`src/rtl/vga_timing.sv`:
```
// Raster timing generator: pixel-rate x/y counters, visible/sync decode, and a ce-qualified
// delay line that lines de/hsync/vsync up with the palette's registered colour output.
module vga_timing #(
    parameter int unsigned H_VISIBLE  = 640,
    parameter int unsigned H_FRONT    = 16,
    parameter int unsigned H_SYNC     = 96,
    parameter int unsigned H_BACK     = 48,
    parameter int unsigned V_VISIBLE  = 480,
    parameter int unsigned V_FRONT    = 10,
    parameter int unsigned V_SYNC     = 2,
    parameter int unsigned V_BACK     = 33,
    parameter bit          HSYNC_POL  = 1'b0,
    parameter bit          VSYNC_POL  = 1'b0,
    parameter int unsigned PIPE_DELAY = 1
) (
    input  logic                                                   clk,
    input  logic                                                   rst_n,
    input  logic                                                   ce,
    output logic [$clog2(H_VISIBLE+H_FRONT+H_SYNC+H_BACK)-1:0]     x,
    output logic [$clog2(V_VISIBLE+V_FRONT+V_SYNC+V_BACK)-1:0]     y,
    output logic                                                   active,
    output logic                                                   frame_start,
    output logic                                                   de,
    output logic                                                   hsync,
    output logic                                                   vsync
);

    localparam int unsigned H_TOTAL  = H_VISIBLE + H_FRONT + H_SYNC + H_BACK;
    localparam int unsigned V_TOTAL  = V_VISIBLE + V_FRONT + V_SYNC + V_BACK;
    localparam int unsigned HW       = $clog2(H_TOTAL);
    localparam int unsigned VW       = $clog2(V_TOTAL);
    localparam int unsigned HS_START = H_VISIBLE + H_FRONT;
    localparam int unsigned HS_END   = HS_START + H_SYNC;
    localparam int unsigned VS_START = V_VISIBLE + V_FRONT;
    localparam int unsigned VS_END   = VS_START + V_SYNC;

    if (PIPE_DELAY < 1 || H_FRONT == 0 || H_SYNC == 0 || H_BACK == 0 ||
        V_FRONT == 0 || V_SYNC == 0 || V_BACK == 0) begin : g_bad_params
        $error("vga_timing: PIPE_DELAY must be >= 1 and all porch/sync widths nonzero");
    end

    logic [HW-1:0] x_q, x_d;
    logic [VW-1:0] y_q, y_d;
    logic          x_last, y_last;

    assign x_last = (x_q == HW'(H_TOTAL - 1));
    assign y_last = (y_q == VW'(V_TOTAL - 1));

    // Line and frame wrap resolve in the same edge at the last pixel of the frame.
    always_comb begin
        x_d = x_q;
        y_d = y_q;
        if (ce) begin
            if (x_last) begin
                x_d = '0;
                y_d = y_last ? '0 : y_q + 1'b1;
            end else begin
                x_d = x_q + 1'b1;
            end
        end
    end

    always_ff @(posedge clk or negedge rst_n) begin
        if (!rst_n) begin
            x_q <= '0;
            y_q <= '0;
        end else begin
            x_q <= x_d;
            y_q <= y_d;
        end
    end

    logic hs_on, vs_on;
    logic hs_lvl, vs_lvl;

    assign active = (x_q < HW'(H_VISIBLE)) && (y_q < VW'(V_VISIBLE));
    assign hs_on  = (x_q >= HW'(HS_START)) && (x_q < HW'(HS_END));
    assign vs_on  = (y_q >= VW'(VS_START)) && (y_q < VW'(VS_END));
    assign hs_lvl = hs_on ? HSYNC_POL : ~HSYNC_POL;
    assign vs_lvl = vs_on ? VSYNC_POL : ~VSYNC_POL;

    assign frame_start = ce && (x_q == '0) && (y_q == '0);
    assign x           = x_q;
    assign y           = y_q;

    // Each stage holds {de, hsync, vsync} at pin level, so reset is the idle level.
    localparam logic [2:0] STAGE_RST = {1'b0, ~HSYNC_POL, ~VSYNC_POL};

    for (genvar i = 0; i < PIPE_DELAY; i++) begin : g_pipe
        logic [2:0] stage_d;
        logic [2:0] stage_q;

        if (i == 0) begin : g_first
            assign stage_d = {active, hs_lvl, vs_lvl};
        end else begin : g_next
            assign stage_d = g_pipe[i-1].stage_q;
        end

        always_ff @(posedge clk or negedge rst_n) begin
            if (!rst_n) begin
                stage_q <= STAGE_RST;
            end else if (ce) begin
                stage_q <= stage_d;
            end
        end
    end

    assign {de, hsync, vsync} = g_pipe[PIPE_DELAY-1].stage_q;

endmodule

```
`config.mk`:
```
export PLATFORM = sky130hd
export DESIGN_NAME = vga_timing
export DESIGN_NICKNAME = d
export VERILOG_FILES = /design/src/rtl/vga_timing.sv
export SDC_FILE = /design/constraint.sdc
export NUM_CORES = 1
export LEC_CHECK = 0
export BUFFER_PORTS_ARGS = -buffer_cell sky130_fd_sc_hd__buf_2
export CORE_ASPECT_RATIO = 1.25
export CORE_MARGIN = 2
export CORE_UTILIZATION = 40
export CTS_BUF_LIST = sky130_fd_sc_hd__clkbuf_16
export DETAILED_ROUTE_END_ITERATION = 16
export HOLD_SLACK_MARGIN = 0.12
export PLACE_DENSITY_LB_ADDON = 0.3
export SLEW_MARGIN = 20
export SYNTH_ARGS = -nofsm -noshare
export SYNTH_HDL_FRONTEND = slang
export SYNTH_SLANG_ARGS = --single-unit
```
`constraint.sdc`:
```
create_clock -name clk -period 2.5 [get_ports clk]
set_clock_uncertainty 0.05 [all_clocks]
set_input_delay 0.125 -clock clk [delete_from_list [all_inputs] [get_ports clk]]
set_output_delay 0.125 -clock clk [all_outputs]
set_load 0.02 [all_outputs]
```
==> results of run 1 <==
==> power by group through the flow <==
stage / clock (mW) / sequential (mW) / combinational (mW)
4_1_cts: 0.354 / 0.496 / 0.206
3_5_place_dp: 0 / 0.503 / 0.202
2_1_floorplan: 0 / 0.510 / 0.118
5_1_grt: 0.371 / 0.504 / 0.224
6_report: 0.340 / 0.494 / 0.203
3_3_place_gp: 0 / 0.496 / 0.197
==> metal layers <==
layer / vias up / share of wire
met2: 27 / 0.52
met4: 0 / 0.0047
met1: 559 / 0.43
li1: 529 / -
met5: - / 0
met3: 2 / 0.046
==> critical path, delay by kind of cell (launching register included) <==
family / cells / cell delay, ns
AND/OR/NAND/NOR: 3 / 1.00
flip-flops: 1 / 0.45
buffers and inverters: 1 / 0.22
==> cell type report <==
type / count / area [sq um] / area share
tap: 37 / 46.3 / 0.0304
inverter: 8 / 30.0 / 0.0197
sequential: 23 / 578 / 0.380
clock buffer: 3 / 75.1 / 0.0493
multi-input combinational: 97 / 634 / 0.417
clock inverter: 1 / 5.00 / 0.00329
timing repair buffer: 29 / 153 / 0.100
==> flip-flops by register name (all words and copies together) (netlist names) <==
signal,flops
g_pipe.stage_q,3
x,10
y,10
==> logic make-up (layout without fill, tap and decap cells) <==
family / after synthesis / in the layout
AOI/OAI and AO/OA: 16 / 16
and+or+nand+nor: 64 / 64
DFF: 23 / 23
buffers and inverters: 16 / 41
muxes: 4 / 4
adders and majority gates: 4 / 4
xor gates and xnor gates: 9 / 9
==> metrics by stage <==
step | power, mW | hold slack (ns) | cells | worst slack (ns) | cell area [sq um]
after detailed placement | 0.705 | 0.0860 | 193 | 0.508 | 1430
after global routing | 1.10 | 0.178 | 198 | 0.184 | 1520
final | 1.04 | 0.160 | 198 | 0.406 | 1520
after floorplan | 0.628 | -0.221 | 136 | 0.531 | 1290
after global placement | 0.692 | 0.0768 | 193 | 0.629 | 1430
after CTS | 1.06 | 0.155 | 198 | 0.435 | 1520
==> path summary, 6_finish.rpt <==
check                                     start                   end  slack [ns]  cells past startpoint
min reg2reg                g_pipe[0].stage_q[0]  g_pipe[0].stage_q[0]        0.45                      2
min                                          ce  g_pipe[0].stage_q[1]        0.16                      2
max in group asynchronous                 rst_n  g_pipe[0].stage_q[1]        1.70                      2
min in group asynchronous                 rst_n                  x[3]        0.33                      2
max reg2reg                                x[0]                  y[8]        0.51                      5
max                                        y[7]           frame_start        0.41                      4
==> synth_stat cells (all sizes together) <==
cell	instances	share of area
dfrtp	21	0.41
nand2	13	0.038
inv	8	0.023
o21ai	8	0.031
nor2	7	0.020
nand3	6	0.023
nand4	6	0.029
nor3	6	0.023
nor4	5	0.029
xor2	5	0.034
buf	4	0.022
clkbuf	4	0.013
ha	4	0.039
xnor2	4	0.027
a21oi	3	0.012
and2	3	0.015
and3	3	0.015
and4	3	0.020
mux2	3	0.026
nor4b	3	0.025
dfstp	2	0.041
nand2b	2	0.0097
or3	2	0.0097
or4	2	0.012
a21o	1	0.0058
a31oi	1	0.0049
a41oi	1	0.0068
mux2i	1	0.0078
nand4b	1	0.0068
nor2b	1	0.0049
nor3b	1	0.0058
o22ai	1	0.0049
o41ai	1	0.0068
==> impl_metrics.env, run 1 <==
export IMPL_cts_sinks=23
export IMPL_grt_max_degree=24
export IMPL_worstPathMaxFanout=7
export IMPL_cpMostUsedCell="nor4_1"
export IMPL_netlist_area_sq_um=1290
export IMPL_drv_slew=0
export IMPL_numCtsBuffers=3
export IMPL_antenna_diode_count=0
export IMPL_crit_type="reg2out"
export IMPL_synth_compound_area_frac=0.0719
export IMPL_synth_nets=143
export IMPL_synth_top_family_by_area="simple AND/OR/NAND/NOR gates"
export IMPL_die_h_um=67.4
export IMPL_intPower_mw=0.711
export IMPL_post_cts_resized=0
export IMPL_grt_usage=0.179
export IMPL_startpoint_type="flip-flop"
export IMPL_drv_cap=0
export IMPL_slew_headroom=0.604
export IMPL_post_route_cells_drive_above_1_share=0.242
export IMPL_synth_adder_area_share=0.0389
export IMPL_grt_antenna_before_repair=0
export IMPL_clk_pin_slew_ns=0.06
export IMPL_rows=23
export IMPL_power_switching_share=0.314
export IMPL_busiest_layer="met2"
export IMPL_routedWlPerCell_um=14.9
export IMPL_firstDrtPassIters=4
export IMPL_seq_power_share=0.477
export IMPL_synth_avg_cell_area_sq_um=9.47
export IMPL_vias=1117
export IMPL_grt_remaining_overflow=0
export IMPL_cts_buffer_depth=2
export IMPL_pin_count=28
export IMPL_drt_iter0_drc=20
export IMPL_finalSetupTns_ns=0
export IMPL_core_sq_um=3140
export IMPL_cts_root_buf="clkbuf_16"
export IMPL_dp_hpwl_mm=2.16
export IMPL_cts_setup_buffers=0
export IMPL_grt_pass1_vias=1054
export IMPL_finalCritPeriodShare=0.838
export IMPL_hold_class="in2reg"
export IMPL_numPortBuffers=27
export IMPL_grt_util_met2=0.304
export IMPL_peakVddDrop_mv=0.338
export IMPL_setup_viol_count_final=0
export IMPL_max_stage_delay_ns=0.58
export IMPL_cp_required_ns=2.33
export IMPL_pwr_share_comb=0.195
export IMPL_pwr_share_clk=0.328
export IMPL_drc_errors=0
export IMPL_synthDistinctLibCells=38
export IMPL_rsz0062_at_grt="false"
export IMPL_fmaxAchievable_ghz=0.478
export IMPL_tightest_slew_ns=0.588
export IMPL_use_met1=0.225
export IMPL_grt_met3_usage=0.0354
export IMPL_nets=169
export IMPL_syn_inst=136
export IMPL_worst_path_max_delay_cell="nor4_1"
export IMPL_status="finished clean"
export IMPL_place_congestion=0.903
export IMPL_yosys_area_share_xor_xnor=0.0612
export IMPL_syn_to_final_growth_pct=18.2
export IMPL_clk_latency_ns=0.25
export IMPL_yosys_area_share_simple=0.287
export IMPL_ant_nets=0
export IMPL_layout_min_cycle_time_ns=2.09
export IMPL_leakagePower_nw=0.718
export IMPL_dieArea_sq_um=3690
export IMPL_ys_warn_count=0
export IMPL_start_util=0.410
export IMPL_die_w_um=54.7
export IMPL_cts_hold_buf=1
export IMPL_grt_pass1_wl_mm=4.92
export IMPL_final_cell_mix="27 x buf_2, 21 x dfrtp_1, 13 x nand2_1"
export IMPL_crit_path_cell_trace="nor4_1, nand4_1, nor4_1, buf_2"
export IMPL_final_common_cell="buf_2"
export IMPL_ys_seq_area_frac=0.449
export IMPL_yosys_register_bits=23
export IMPL_final_util=0.485
export IMPL_hold_viol=0
export IMPL_power_switching_mw=0.326
export IMPL_fill_cells=302
export IMPL_end_kind="output pin"
export IMPL_crit_arrival_ns=1.92
export IMPL_power_density_nw_per_um2=682
export IMPL_wl_mm=2.95
export IMPL_cts_tree="built"
export IMPL_htreeDepth=1
export IMPL_synthMuxAreaShare=0.0340
export IMPL_post_drt_via_cell_ratio=5.64
(Power assumes the default switching activity.)
==> run 2: changes to the inputs <==
--- a/config.mk
+++ b/config.mk
@@ -5,6 +5,7 @@
 export SDC_FILE = /design/constraint.sdc
 export NUM_CORES = 1
 export LEC_CHECK = 0
+export ABC_AREA = 1
 export BUFFER_PORTS_ARGS = -buffer_cell sky130_fd_sc_hd__buf_2
 export CORE_ASPECT_RATIO = 1.25
 export CORE_MARGIN = 2
==> constraint.sdc (replaced) <==
create_clock -name clk -period 2.18 [get_ports clk]
set_clock_uncertainty 0.05 [all_clocks]
set_input_delay 0.109 -clock clk [delete_from_list [all_inputs] [get_ports clk]]
set_output_delay 0.109 -clock clk [all_outputs]
set_load 0.02 [all_outputs]
==> run 2 against run 1 <==
  * Global-route usage shrank 1.5 points
  * Wire length grew 5.6%
  * Register-to-register slack better by 0.13 ns
  * Sequential power rose by 29%
  * Critical endpoint unchanged
  * Cell count rose by 24%
  * Synthesized cell count is 32% higher
  * Flip-flop and latch count is the same
==> impl_metrics.env, run 2 <==
export IMPL_slew_headroom=0.660
export IMPL_final_cell_mix="40 x nand2_1, 27 x buf_2, 21 x inv_1, 21 x nor2_1, 21 x dfrtp_1"
export IMPL_crit_path_cell_trace="inv_1, ha_1, inv_1, nor4_1, nand3_1, nor2_1, buf_2"
export IMPL_hold_end="g_pipe[0].stage_q[2]"
export IMPL_rsz0062_at_grt="false"
export IMPL_grt_max_degree=24
export IMPL_post_drt_via_cell_ratio=5.15
export IMPL_worst_slack_ns=0.375
export IMPL_fill_cells=347
export IMPL_synth_area_top_cells="dfrtp_1 37%, nand2_1 11%, nand3_1 5.7%"
export IMPL_nets=215
export IMPL_final_common_cell="nand2_1"
export IMPL_firstDrtPassIters=4
export IMPL_rows=24
export IMPL_crit_type="reg2out"
export IMPL_ys_warn_count=0
export IMPL_yosysTopAreaCell="dfrtp_1"
export IMPL_grt_usage=0.164
export IMPL_grt_pass1_wl_mm=5.23
export IMPL_netlist_area_sq_um=1410
export IMPL_grt_pass1_vias=1157
export IMPL_ys_flop_type="dfrtp_1"
export IMPL_routedWlPerCell_um=12.7
export IMPL_cp_required_ns=2.02
export IMPL_postSynth_asyncResetShare=1.00
export IMPL_status="finished clean"
export IMPL_synthDistinctLibCells=33
export IMPL_cts_root_buf="clkbuf_16"
export IMPL_layout_min_cycle_time_ns=1.81
export IMPL_yosys_register_bits=23
export IMPL_start_util=0.412
export IMPL_path_buf_inv=3
export IMPL_ant_nets=0
export IMPL_hold_viol=0
export IMPL_core_sq_um=3420
export IMPL_dp_worst_setup_slack_ns=0.653
export IMPL_reg2reg_to="y[1]"
export IMPL_vias=1267
export IMPL_die_h_um=70.4
export IMPL_synthTopCellsByCount="40 x nand2_1, 21 x dfrtp_1, 21 x nor2_1"
export IMPL_yosysMostFrequentCell="nand2_1"
export IMPL_peakVddDrop_mv=0.569
export IMPL_synth_edf_count=0
export IMPL_dp_hpwl_mm=2.37
export IMPL_wl_mm=3.11
export IMPL_post_route_cells_drive_above_1_share=0.232
export IMPL_antenna_diode_count=0
export IMPL_seq_area_sq_um=578
export IMPL_final_util=0.483
export IMPL_htreeDepth=1
export IMPL_fmaxAchievable_ghz=0.554
export IMPL_numPortBuffers=27
export IMPL_cts_sinks=23
export IMPL_seq_power_share=0.408
export IMPL_post_cts_resized=0
export IMPL_ys_seq_area_frac=0.410
export IMPL_drv_cap=0
export IMPL_worst_path_max_delay_cell="dfrtp_1"
export IMPL_cts_tree="built"
export IMPL_crit_arrival_ns=1.65
export IMPL_rrSetupSlack_ns=0.64
export IMPL_cts_buffer_depth=2
export IMPL_grt_remaining_overflow=0
export IMPL_hp_start="ce"
export IMPL_cpMostUsedCell="inv_1"
export IMPL_power_switching_mw=0.619
export IMPL_setup_viol_count_final=0
export IMPL_drt_iter0_drc=60
export IMPL_numCtsBuffers=3
export IMPL_intPower_mw=0.936
export IMPL_path_depth=7
export IMPL_synth_top_area_frac=0.372
export IMPL_leakagePower_nw=0.823
export IMPL_worstPathMaxFanout=5
export IMPL_place_congestion=0.844
export IMPL_hold_class="in2reg"
export IMPL_clk_latency_ns=0.25
export IMPL_finalCritPeriodShare=0.828
export IMPL_drc_errors=0
export IMPL_power_switching_share=0.398
export IMPL_max_stage_delay_ns=0.42
export IMPL_hold_path_depth=3
export IMPL_r2r_cells=7
export IMPL_pin_count=28
export IMPL_syn_inst=180
export IMPL_cts_setup_buffers=0
export IMPL_pwr_share_comb=0.344
export IMPL_finalSetupTns_ns=0
export IMPL_syn_to_final_growth_pct=17.1
export IMPL_synth_avg_cell_area_sq_um=7.84
export IMPL_end_kind="output pin"
export IMPL_drv_slew=0
export IMPL_startpoint_type="flip-flop"
export IMPL_grt_antenna_before_repair=0
export IMPL_clk_pin_slew_ns=0.06
export IMPL_power_density_nw_per_um2=941
export IMPL_crit_reg2reg_launch="y[1]"
export IMPL_multi_input_area_sq_um=719
export IMPL_dieArea_sq_um=4020
export IMPL_crit_family="simple AND/OR/NAND/NOR gates"
export IMPL_pwr_share_clk=0.248
export IMPL_tightest_slew_ns=0.510
export IMPL_synth_nets=187
export IMPL_die_w_um=57.1
## run 2: cell count changes after synthesis, moves of 4 or more
cell	previous run	this run
inv_1	8	20
nand2_1	13	40
nand3_1	6	16
nor2_1	7	21
o21ai_0	8	4
## run 2: metal layers
layer,vias to the layer above,share of wire,track usage
li1,637,-,-
met1,596,0.44,0.205
met2,29,0.50,0.282
met3,5,0.043,0.0241
met4,0,0.016,0.0620
met5,-,0,0
## run 2: worst register-to-register path, cell delays in order, from the launching register on
cell	delay [ns]
dfrtp_1	0.42
inv_1	0.13
ha_1	0.15
inv_1	0.05
nor2_1	0.10
nand4_1	0.26
nand3_1	0.22
o21ai_2	0.07
## run 2: area by class of cell
cell class / instances / share of cell area
multi-input combinational: 130 / 0.435
sequential: 23 / 0.350
timing repair buffer: 28 / 0.0878
inverter: 22 / 0.0500
clock buffer: 3 / 0.0454
tap: 39 / 0.0295
clock inverter: 1 / 0.00227
## run 2: power by group through the flow
stage | clock network (mW) | registers (mW) | logic, mW
final | 0.386 | 0.635 | 0.534
after global placement | 0 | 0.644 | 0.539
after global routing | 0.413 | 0.654 | 0.589
after floorplan | 0 | 0.735 | 0.262
after CTS | 0.401 | 0.635 | 0.542
after detailed placement | 0 | 0.642 | 0.537
## run 2: logic make-up (layout without fill, tap and decap cells)
logic type	Yosys count	after routing	synth area share
simple gates	102	102	0.354
xor+xnor	8	8	0.0496
fa+ha+maj	4	4	0.0355
flops	23	23	0.410
compound gates	16	16	0.0709
buf+inv	27	54	0.0807
## run 2: how the worst max path moves through the flow
stage | start | to | slack [ns]
finish | y[1] | frame_start | 0.37
global route | y[1] | frame_start | 0.24
CTS | y[1] | frame_start | 0.37
detailed placement | y[1] | y[0] | 0.65
global placement | y[1] | y[9] | 0.69
floorplan | y[5] | g_pipe[0].stage_q[2] | 0.66
## run 2: timing repair
action                                  4_1_cts  5_1_grt
endpoints found under the setup margin        0        0
hold buffers                                  1        0
hold endpoints to repair                     21        0
## run 2: stage by stage
stage / total power, mW / instances / hold WS [ns] / cell area [sq um]
floorplan: 0.998 / 180 / -0.237 / 1410
global placement: 1.18 / 241 / 0.0700 / 1560
detailed placement: 1.18 / 241 / 0.0731 / 1560
CTS: 1.58 / 246 / 0.167 / 1650
global route: 1.66 / 246 / 0.186 / 1650
finish: 1.56 / 246 / 0.161 / 1650
==> run 3: changes to the inputs <==
==> constraint.sdc (replaced) <==
create_clock -name clk -period 1.9 [get_ports clk]
set_clock_uncertainty 0.05 [all_clocks]
set_input_delay 0.095 -clock clk [delete_from_list [all_inputs] [get_ports clk]]
set_output_delay 0.095 -clock clk [all_outputs]
set_load 0.02 [all_outputs]
==> run 3 against run 2 <==
  * Non-clock buffer count grew 1
  * Clock power grew 18%
  * Critical endpoint unchanged
  * Hold slack got worse by 0.030 ns
  * Largest power group unchanged
  * Power is 16% higher
  * Final area increased by 0.45%
  * Cell count up 0.41%
  * Critical path depth did not move
  * Die area is the same
  * Core utilization increased by 0.22 points
==> impl_metrics.env, run 3 (same netlist as run 2, synthesis figures left out) <==
export IMPL_numPortBuffers=27
export IMPL_drv_cap=0
export IMPL_power_density_nw_per_um2=1090
export IMPL_worst_path_max_delay_cell="dfrtp_1"
export IMPL_cts_root_buf="clkbuf_16"
export IMPL_pin_count=28
export IMPL_hp_start="ce"
export IMPL_core_sq_um=3420
export IMPL_vias=1282
export IMPL_crit_path_cell_trace="inv_1, ha_1, inv_1, nor4_1, nand3_1, nor2_1, buf_2"
export IMPL_grt_max_degree=24
export IMPL_startpoint_type="flip-flop"
export IMPL_cts_sinks=23
export IMPL_slew_headroom=0.635
export IMPL_dieArea_sq_um=4020
export IMPL_status="finished clean"
export IMPL_crit_family="flip-flops"
export IMPL_peakVddDrop_mv=0.754
export IMPL_final_common_cell="nand2_1"
export IMPL_finalSetupTns_ns=0
export IMPL_power_switching_mw=0.730
export IMPL_crit_reg2reg_launch="y[1]"
export IMPL_reg2reg_to="y[0]"
export IMPL_power_switching_share=0.404
export IMPL_ant_nets=0
export IMPL_seq_power_share=0.405
export IMPL_grt_antenna_before_repair=0
export IMPL_dpl_cell_count=242
export IMPL_wl_mm=3.17
export IMPL_rsz0062_at_grt="false"
export IMPL_finalCritPeriodShare=0.910
export IMPL_crit_type="reg2out"
export IMPL_hold_end="g_pipe[0].stage_q[2]"
export IMPL_intPower_mw=1.08
export IMPL_max_stage_delay_ns=0.42
export IMPL_numCtsBuffers=3
export IMPL_dp_hpwl_mm=2.39
export IMPL_drc_errors=0
export IMPL_clk_latency_ns=0.26
export IMPL_grt_pass1_vias=1185
export IMPL_start_util=0.412
export IMPL_setup_viol_count_final=0
export IMPL_cts_tree="built"
export IMPL_antenna_diode_count=0
export IMPL_routedWlPerCell_um=12.8
export IMPL_layout_min_cycle_time_ns=1.73
export IMPL_leakagePower_nw=0.827
export IMPL_die_h_um=70.4
export IMPL_tightest_slew_ns=0.548
export IMPL_fill_cells=361
export IMPL_die_w_um=57.1
export IMPL_htreeDepth=1
export IMPL_cpMostUsedCell="inv_1"
export IMPL_post_drt_via_cell_ratio=5.19
export IMPL_nets=216
export IMPL_final_cell_mix="40 x nand2_1, 27 x buf_2, 21 x inv_1, 21 x nor2_1, 21 x dfrtp_1"
export IMPL_finalPower_mw=1.81
export IMPL_end_kind="output pin"
export IMPL_drv_slew=0
export IMPL_drt_iter0_drc=52
export IMPL_place_congestion=0.865
export IMPL_pwr_share_clk=0.253
export IMPL_pwr_share_comb=0.342
export IMPL_hold_path_depth=4
export IMPL_cts_buffer_depth=2
export IMPL_grt_remaining_overflow=0
export IMPL_final_cells=247
export IMPL_final_util=0.485
export IMPL_grt_pass1_wl_mm=5.35
export IMPL_rows=24
export IMPL_cts_setup_buffers=0
export IMPL_hold_class="in2reg"
export IMPL_path_buf_inv=3
export IMPL_cp_required_ns=1.75
export IMPL_fmaxAchievable_ghz=0.578
export IMPL_firstDrtPassIters=4
export IMPL_post_route_cells_drive_above_1_share=0.236
export IMPL_hold_viol=0
export IMPL_crit_arrival_ns=1.58
export IMPL_r2r_cells=7
export IMPL_grt_usage=0.170
export IMPL_clk_pin_slew_ns=0.06
export IMPL_worstPathMaxFanout=5
export IMPL_rrSetupSlack_ns=0.39
export IMPL_syn_to_final_growth_pct=17.6
run 3: what timing repair did:
item,CTS,global route
hold buffers,1,0
hold endpoints to repair,21,0
gates resized for setup,0,0
run 3: metal layers:
| layer | vias up | track usage | wire (um) |
|---|---|---|---|
| li1 | 644 | - | - |
| met1 | 598 | 0.207 | 1410 |
| met2 | 31 | 0.285 | 1540 |
| met3 | 9 | 0.0296 | 134 |
| met4 | 0 | 0.0801 | 88 |
| met5 | - | 0 | 0 |
run 3: power by group through the flow:
stage	Combinational [mW]	Clock, mW	Sequential (mW)
2_1_floorplan	0.301	0	0.844
3_3_place_gp	0.620	0	0.741
3_5_place_dp	0.620	0	0.737
4_1_cts	0.630	0.465	0.729
5_1_grt	0.689	0.485	0.754
6_report	0.617	0.457	0.732
run 3: worst max-delay path by stage:
| stage | slack (ns) | start | end | cells past startpoint |
|---|---|---|---|---|
| after floorplan | 0.38 | y[5] | g_pipe[0].stage_q[2] | 5 |
| after global placement | 0.37 | y[1] | y[0] | 7 |
| after detailed placement | 0.37 | y[1] | y[0] | 7 |
| after CTS | 0.16 | y[1] | frame_start | 7 |
| after global routing | 0.05 | y[1] | frame_start | 7 |
| final | 0.17 | y[1] | frame_start | 7 |
run 3: layout make-up:
cell class | instances | area, sq um | share of cell area
sequential | 23 | 578 | 0.348
timing repair buffer | 29 | 153 | 0.0919
clock buffer | 3 | 75.1 | 0.0452
inverter | 22 | 82.6 | 0.0497
clock inverter | 1 | 3.75 | 0.00226
multi-input combinational | 130 | 719 | 0.433
tap | 39 | 48.8 | 0.0294
run 3: worst min-delay path: cells and delay by family:
kind	cells	cell delay (ns)
AND/OR/NAND/NOR	2	0.12
buffers and inverters	2	0.19
run 3: through the flow:
stage | hold slack (ns) | worst slack, ns | instance area [sq um]
finish | 0.132 | 0.171 | 1660
global route | 0.150 | 0.0484 | 1660
CTS | 0.127 | 0.159 | 1660
global placement | 0.0635 | 0.372 | 1570
detailed placement | 0.0634 | 0.369 | 1570
floorplan | -0.251 | 0.384 | 1410
